## src/rtl/commit_monitor.sv

```systemverilog
// Purpose: watches a CPU retire stream for one run (start..halt/timeout), counts cycles and retirements, captures commits in a FIFO.
// Latency: status/counters update on the edge that sees the event; FIFO pop data is registered, valid one cycle after rd_en.
// Backpressure: none toward the CPU; a commit arriving at a full FIFO without a same-cycle pop is dropped and flags overflow.
module commit_monitor #(
   parameter int DATA_W  = 32,
   parameter int DEPTH   = 4,
   parameter int CNT_W   = 16,
   parameter int TIMEOUT = 40
) (
   input  logic                     clk,
   input  logic                     rst,
   input  logic                     start,
   input  logic                     commit_valid,
   input  logic [4:0]               commit_rd,
   input  logic [DATA_W-1:0]        commit_data,
   input  logic                     commit_halt,
   input  logic                     rd_en,
   output logic                     rd_valid,
   output logic [4:0]               rd_rd,
   output logic [DATA_W-1:0]        rd_data,
   output logic [$clog2(DEPTH):0]   fifo_count,
   output logic [CNT_W-1:0]         retired_cnt,
   output logic [CNT_W-1:0]         cycle_cnt,
   output logic                     running,
   output logic                     halted,
   output logic                     timed_out,
   output logic                     overflow
);

   localparam int AW = $clog2(DEPTH);
   localparam int EW = 5 + DATA_W;
   localparam logic [AW:0]      FULL_CNT  = (AW+1)'(DEPTH);
   localparam logic [CNT_W-1:0] LAST_CYC  = CNT_W'(TIMEOUT - 1);
   localparam logic [CNT_W-1:0] CNT_MAX   = '1;

   typedef enum logic [1:0] {
      S_IDLE    = 2'd0,
      S_RUN     = 2'd1,
      S_HALTED  = 2'd2,
      S_TIMEOUT = 2'd3
   } state_t;

   state_t          state_q;
   state_t          state_d;
   logic [EW-1:0]   mem [DEPTH];
   logic [AW-1:0]   wr_ptr;
   logic [AW-1:0]   rd_ptr;
   logic            in_run;
   logic            run_start;
   logic            do_pop;
   logic            do_push;
   logic            do_drop;
   logic            fifo_full;
   logic            halt_evt;
   logic            timeout_evt;

   // Decode of this cycle's events; the pop decision uses the occupancy before the edge,
   // so a commit pushed this cycle can never be the entry popped this cycle.
   always_comb begin
      in_run      = (state_q == S_RUN);
      run_start   = start && (state_q != S_RUN);
      fifo_full   = (fifo_count == FULL_CNT);
      do_pop      = rd_en && (fifo_count != '0);
      do_push     = in_run && commit_valid && (!fifo_full || do_pop);
      do_drop     = in_run && commit_valid && fifo_full && !do_pop;
      halt_evt    = in_run && commit_valid && commit_halt;
      timeout_evt = in_run && (cycle_cnt == LAST_CYC);
   end

   // Run-control state register.
   always_ff @(posedge clk or posedge rst) begin
      if (rst) state_q <= S_IDLE;
      else     state_q <= state_d;
   end

   // Next-state logic: halt wins over timeout on the same edge; start is ignored mid-run.
   always_comb begin
      state_d = state_q;
      case (state_q)
         S_IDLE, S_HALTED, S_TIMEOUT: begin
            if (start) state_d = S_RUN;
         end
         S_RUN: begin
            if (halt_evt)         state_d = S_HALTED;
            else if (timeout_evt) state_d = S_TIMEOUT;
         end
         default: state_d = S_IDLE;
      endcase
   end

   // Status flags straight from the registered state.
   assign running   = (state_q == S_RUN);
   assign halted    = (state_q == S_HALTED);
   assign timed_out = (state_q == S_TIMEOUT);

   // Run statistics: cleared on a new run, frozen outside RUN, retire count saturates.
   always_ff @(posedge clk or posedge rst) begin
      if (rst) begin
         cycle_cnt   <= '0;
         retired_cnt <= '0;
      end else if (run_start) begin
         cycle_cnt   <= '0;
         retired_cnt <= '0;
      end else if (in_run) begin
         cycle_cnt <= cycle_cnt + CNT_W'(1);
         if (commit_valid && (retired_cnt != CNT_MAX))
            retired_cnt <= retired_cnt + CNT_W'(1);
      end
   end

   // FIFO pointers, occupancy and sticky overflow; a new run flushes everything.
   always_ff @(posedge clk or posedge rst) begin
      if (rst) begin
         wr_ptr     <= '0;
         rd_ptr     <= '0;
         fifo_count <= '0;
         overflow   <= 1'b0;
      end else if (run_start) begin
         wr_ptr     <= '0;
         rd_ptr     <= '0;
         fifo_count <= '0;
         overflow   <= 1'b0;
      end else begin
         if (do_push) wr_ptr <= wr_ptr + AW'(1);
         if (do_pop)  rd_ptr <= rd_ptr + AW'(1);
         if (do_push && !do_pop)      fifo_count <= fifo_count + (AW+1)'(1);
         else if (do_pop && !do_push) fifo_count <= fifo_count - (AW+1)'(1);
         if (do_drop) overflow <= 1'b1;
      end
   end

   // Capture storage; no reset needed since only entries below the write pointer are ever read.
   always_ff @(posedge clk) begin
      if (do_push) mem[wr_ptr] <= {commit_rd, commit_data};
   end

   // Registered pop port: data holds its last value whenever no pop happened.
   always_ff @(posedge clk or posedge rst) begin
      if (rst) begin
         rd_valid <= 1'b0;
         rd_rd    <= '0;
         rd_data  <= '0;
      end else begin
         rd_valid <= do_pop && !run_start;
         if (do_pop && !run_start) {rd_rd, rd_data} <= mem[rd_ptr];
      end
   end

endmodule

```

## config.mk

```make
export PLATFORM = sky130hd
export DESIGN_NAME = commit_monitor
export DESIGN_NICKNAME = d
export VERILOG_FILES = /design/src/rtl/commit_monitor.sv
export SDC_FILE = /design/constraint.sdc
export NUM_CORES = 1
export LEC_CHECK = 0
export ABC_AREA = 1
export CAP_MARGIN = 20
export CELL_PAD_IN_SITES_DETAIL_PLACEMENT = 1
export CELL_PAD_IN_SITES_GLOBAL_PLACEMENT = 2
export CORE_AREA = 10 10 164 182
export CTS_CLUSTER_SIZE = 16
export DETAILED_ROUTE_END_ITERATION = 7
export DIE_AREA = 0 0 174 192
export GPL_ROUTABILITY_DRIVEN = 0
export HOLD_SLACK_MARGIN = 0.12
export PLACE_DENSITY_LB_ADDON = 0.1
export SYNTH_ARGS = -nofsm -noshare
export SYNTH_HDL_FRONTEND = slang
export SYNTH_SLANG_ARGS = --single-unit
```

## constraint.sdc

```tcl
create_clock -name clk -period 3.98 [get_ports clk]
set_input_delay 0.597 -clock clk [delete_from_list [all_inputs] [get_ports clk]]
set_output_delay 0.597 -clock clk [all_outputs]
set_load 0.02 [all_outputs]
```

**After elaboration in Yosys (flattened, before gate mapping)**

Memory sizes are Yosys's and may differ from the RTL's. A register that Yosys moved wholly into a read port is not among the register bits.
Index checks and enable logic that the tools add are counted.

- Flip-flop bits (word level): 43
- Bits in writable memories: 148
- Output and inout bits: 77
- Word-level logic and storage cells: 72
- Memories: 1

- Add/sub/neg operators: 6
- Equal/unequal tests: 9
- Muxes and demuxes: 20
- Reduce and logical (&&, ||, !) cells: 28

Memory list:

| memory | words | width | read ports | clocked after memory_dff | wr ports | line | source |
|---|---|---|---|---|---|---|---|
| mem | 4 | 37 | 1 | 1 | 1 | 45 | `logic [EW-1:0] mem [DEPTH];` |

Operators with widths:

| cell | count |
|---|---|
| $mux W16 | 5 |
| $add A16 B1 Y16 const B | 2 |
| $eq A16 B6 Y1 const B | 1 |
| $ne A16 B16 Y1 const B | 1 |
| $mux W2 | 7 |
| $logic_and A1 B1 Y1 | 12 |
| $reduce_bool A2 Y1 | 5 |
| $mux W3 | 3 |
| $reduce_bool A3 Y1 | 2 |
| $add A2 B1 Y2 const B | 2 |
| $eq A2 B2 Y1 const B | 2 |
| $logic_not A1 Y1 | 4 |
| $mux W1 | 4 |
| $pmux W2 S2 | 1 |
| $reduce_and A2 Y1 | 2 |
| $add A3 B1 Y3 const B | 1 |
| $eq A3 B3 Y1 const B | 1 |
| $ne A3 B1 Y1 const B | 1 |
| $reduce_or A3 Y1 | 1 |
| $sub A3 B1 Y3 const B | 1 |
| $eq A2 B1 Y1 const B | 1 |
| $logic_not A2 Y1 | 1 |
| $ne A2 B1 Y1 const B | 1 |
| $ne A2 B2 Y1 const B | 1 |
| $logic_or A1 B1 Y1 | 1 |

**Longest topological paths before layout**

- Depth in word-level cells: 9
- Mapped depth: 11
- Depth with buffers taken out: 10

**Worst setup path before layout**

Ideal clock, no wire load.

- Path type: input to register
- From: in commit_valid
- To: mem mem[0][0] (netlist name) (enable)
- Library setup time: 0.431 ns
- Arrival time: 2.534 ns
- Data required time: 3.549 ns
- Path slack: 1.014 ns
- Stages on the path: 4
- Cells stage by stage: inv_1 -> nor2_8 -> nand2_1 -> nor2_1

- Longest elaborated chain between the ends: 4

Ends and longest elaborated chain:

| item | line | source |
|---|---|---|
| start, declared | 13 | `input logic commit_valid,` |
| $logic_and A1 B1 Y1 (2 in series) | 64 | `do_push = in_run && commit_valid && (!fifo_full \|\| do_pop);` |
| $mux W1 | 134 | `if (do_push) mem[wr_ptr] <= {commit_rd, commit_data};` |
| $mux W1 (implied by the code) | 134 |  |
| end, declared | 45 |  |

No other way between the ends.

==> metrics.yaml <==
detailed_routing:
  drtIter0Drc: 317
  drc: 0
  vias: 6357
  ant_nets: 0
  vias_per_cell: 4.970
  drt_wl_total_mm: 25.26
  avgRoutedWirePerCell_um: 19.75
  drtPass1Iterations: 4
yosys:
  ys_warn_count: 0
  yosys_most_used_dff: "edfxtp_1"
  synth.most_common_cell: "edfxtp_1"
  netlist-cell-type-count: 40
  ys_top_cells_by_area: "edfxtp_1, dfrtp_1, nor2_1"
  synth_top_area_frac: 0.4666
  synthArstFlopShare: 0.3509
  syn-num-nets: 836
  ys_seq_elements: 228
  ys_seq_area_frac: 0.6767
  yosys.area.top_type: "edfxtp_1"
  yosys-top-cells-count: "edfxtp_1, nor2_1, nand2_1"
  postSynthCellCount: 786
  syn_area_per_cell_sq_um: 12.12
  synth_area_sq_um: 9525
  synth_edf_count: 148
power_and_ir_drop:
  leakage_nw: 4.489
  total_power_mw: 8.402
  power_density_nw_per_um2: 709.0
  ir_drop_v: 0.0002376
clock_tree:
  cts_hold_buf: 0
  clk_latency_ns: 0.52
  clkTransAtPathRegs_ns: 0.06
  clock_path_buffers: 3
  h-tree-depth: 1
  tritoncts: "done"
  clockRootBuffer: "clkbuf_16"
  postCtsSetupRepairBufs: 0
  ctsResizeCount: 0
  cts_sinks: 228
  numCtsBuffers: 25
run:
  cap_violations: 0
worst_setup_path:
  endpoint_kind: "flop"
  path_class: "flop to flop"
  critPathMaxFanout: 38
  start_kind: "flop"
  worstPathArrival_ns: 3.17
  critical_path_required_ns: 4.38
die:
  fp.dieArea_sq_um: 33410
  die_x_um: 174
  die_y_um: 192
  ios: 120
  rows: 62
  design.core.area_sq_um: 25910
  start_util: 0.3676
timing:
  worst_pin_slew_ns: 0.8044
  setup_ws_ns: 1.212
  fmax_ghz: 0.3613
  hold_viol: 0
  clock_skew_ns: 0.009607
  finalSetupViolCount: 0
  whs_ns: 0.4509
  period_minus_slack_ns: 2.768
  drv_slew: 0
  post-route-period-util: 0.6954
  rsz0062_at_grt: "false"
  finalSetupTns_ns: 0
  slew_headroom: 0.4637
placed_design:
  dp.cells: 1233
  dp_slack_ns: 1.088
  io_buffers: 119
  placed_area_sq_um: 11050
  hpwl_mm: 16.24
finish:
  antenna_cells: 0
  nFillCells: 2764
  final_cell_area_sq_um: 11850
  synthToLayoutAreaGrowth_pct: 24.42
  stdcell_count: 1279
  seq_area_sq_um: 6449
  final_layout_size_suffix_gt1_frac: 0.1197
  final_core_utilization: 0.4574
  nets: 958
  multiInputGateArea_sq_um: 2690
outcome:
  status: "complete, no violations"
global_routing:
  grt_max_degree: 76
  grt_usage: 0.1479
  gr-total-overflow: 0
  antenna_found_initial: 0
  grt_pass1_wl_mm: 39.99
  first_global_vias: 7061
hold_path:
  min_path_type: "input port to async pin"
-- final timing paths --
path,cells past startpoint,endpoint,slack [ns],from
min in group clk,1,rd_data[20],0.51,rd_data[20]
max reg2reg,5,rd_data[22],1.21,rd_ptr[1]
max in group asynchronous,3,rd_rd[3],2.70,rst
min,2,rd_data[18],0.45,rst
max,5,rd_data[22],1.21,rd_ptr[1]
min reg2reg,1,rd_data[20],0.51,rd_data[20]
-- layer usage --
layer | part of all wire | up-vias | global-route usage
li1 | - | 2991 | -
met1 | 0.44 | 3227 | 0.1800
met2 | 0.51 | 104 | 0.2652
met3 | 0.040 | 35 | 0.02750
met4 | 0.017 | 0 | 0.03685
met5 | 0 | - | 0
-- power breakdown --
group	leakage [nW]	switching (mW)	internal, mW
clock	0.399	0.928	1.34
sequential	2.35	0.301	3.02
combinational	1.74	1.65	1.16
total	4.49	2.88	5.53
-- critical path, stage by stage (launching register included) --
cell	delay (ns)
dfrtp_2	0.89
clkinv_1	0.77
buf_4	0.47
o21ai_0	0.12
o22ai_1	0.13
mux2_2	0.28
-- area by class of cell --
cell class	instances	share of cell area
Clock buffer	33	0.05785
Inverter	49	0.01594
Timing Repair Buffer	129	0.1079
Tap cell	352	0.03716
Multi-Input combinational cell	475	0.2270
Clock inverter	13	0.01003
Sequential cell	228	0.5441
-- state kept, by name (all words and copies together) (netlist names) --
signal	cells
overflow	1
mem	148
wr_ptr	2
rd_ptr	2
rd_rd	5
retired_cnt	16
rd_valid	1
rd_data	32
state_q	2
fifo_count	3
cycle_cnt	16
-- kinds of logic (layout without fill, tap and decap cells) --
logic type,Yosys count,count (layout),share of synthesized area
and+or+nand+nor,282,282,0.1299
DFF,228,228,0.6767
AOI/OAI and AO/OA,140,140,0.07986
buffers and inverters,83,224,0.04400
muxes,37,37,0.05123
xor gates and xnor gates,9,9,0.008276
adders and majority gates,7,7,0.009983
-- layout by cell type, fill, tap and decap left out, types with 25 or more instances in the layout --
cell type / n
o22ai_1: 37
nor2_1: 110
inv_1: 41
nand2_1: 108
o21ai_0: 75
edfxtp_1: 148
nand3_1: 26
clkdlybuf4s50_1: 119
clkbuf_16: 25
dfrtp_1: 78
Power figures use the tool's default switching activity.
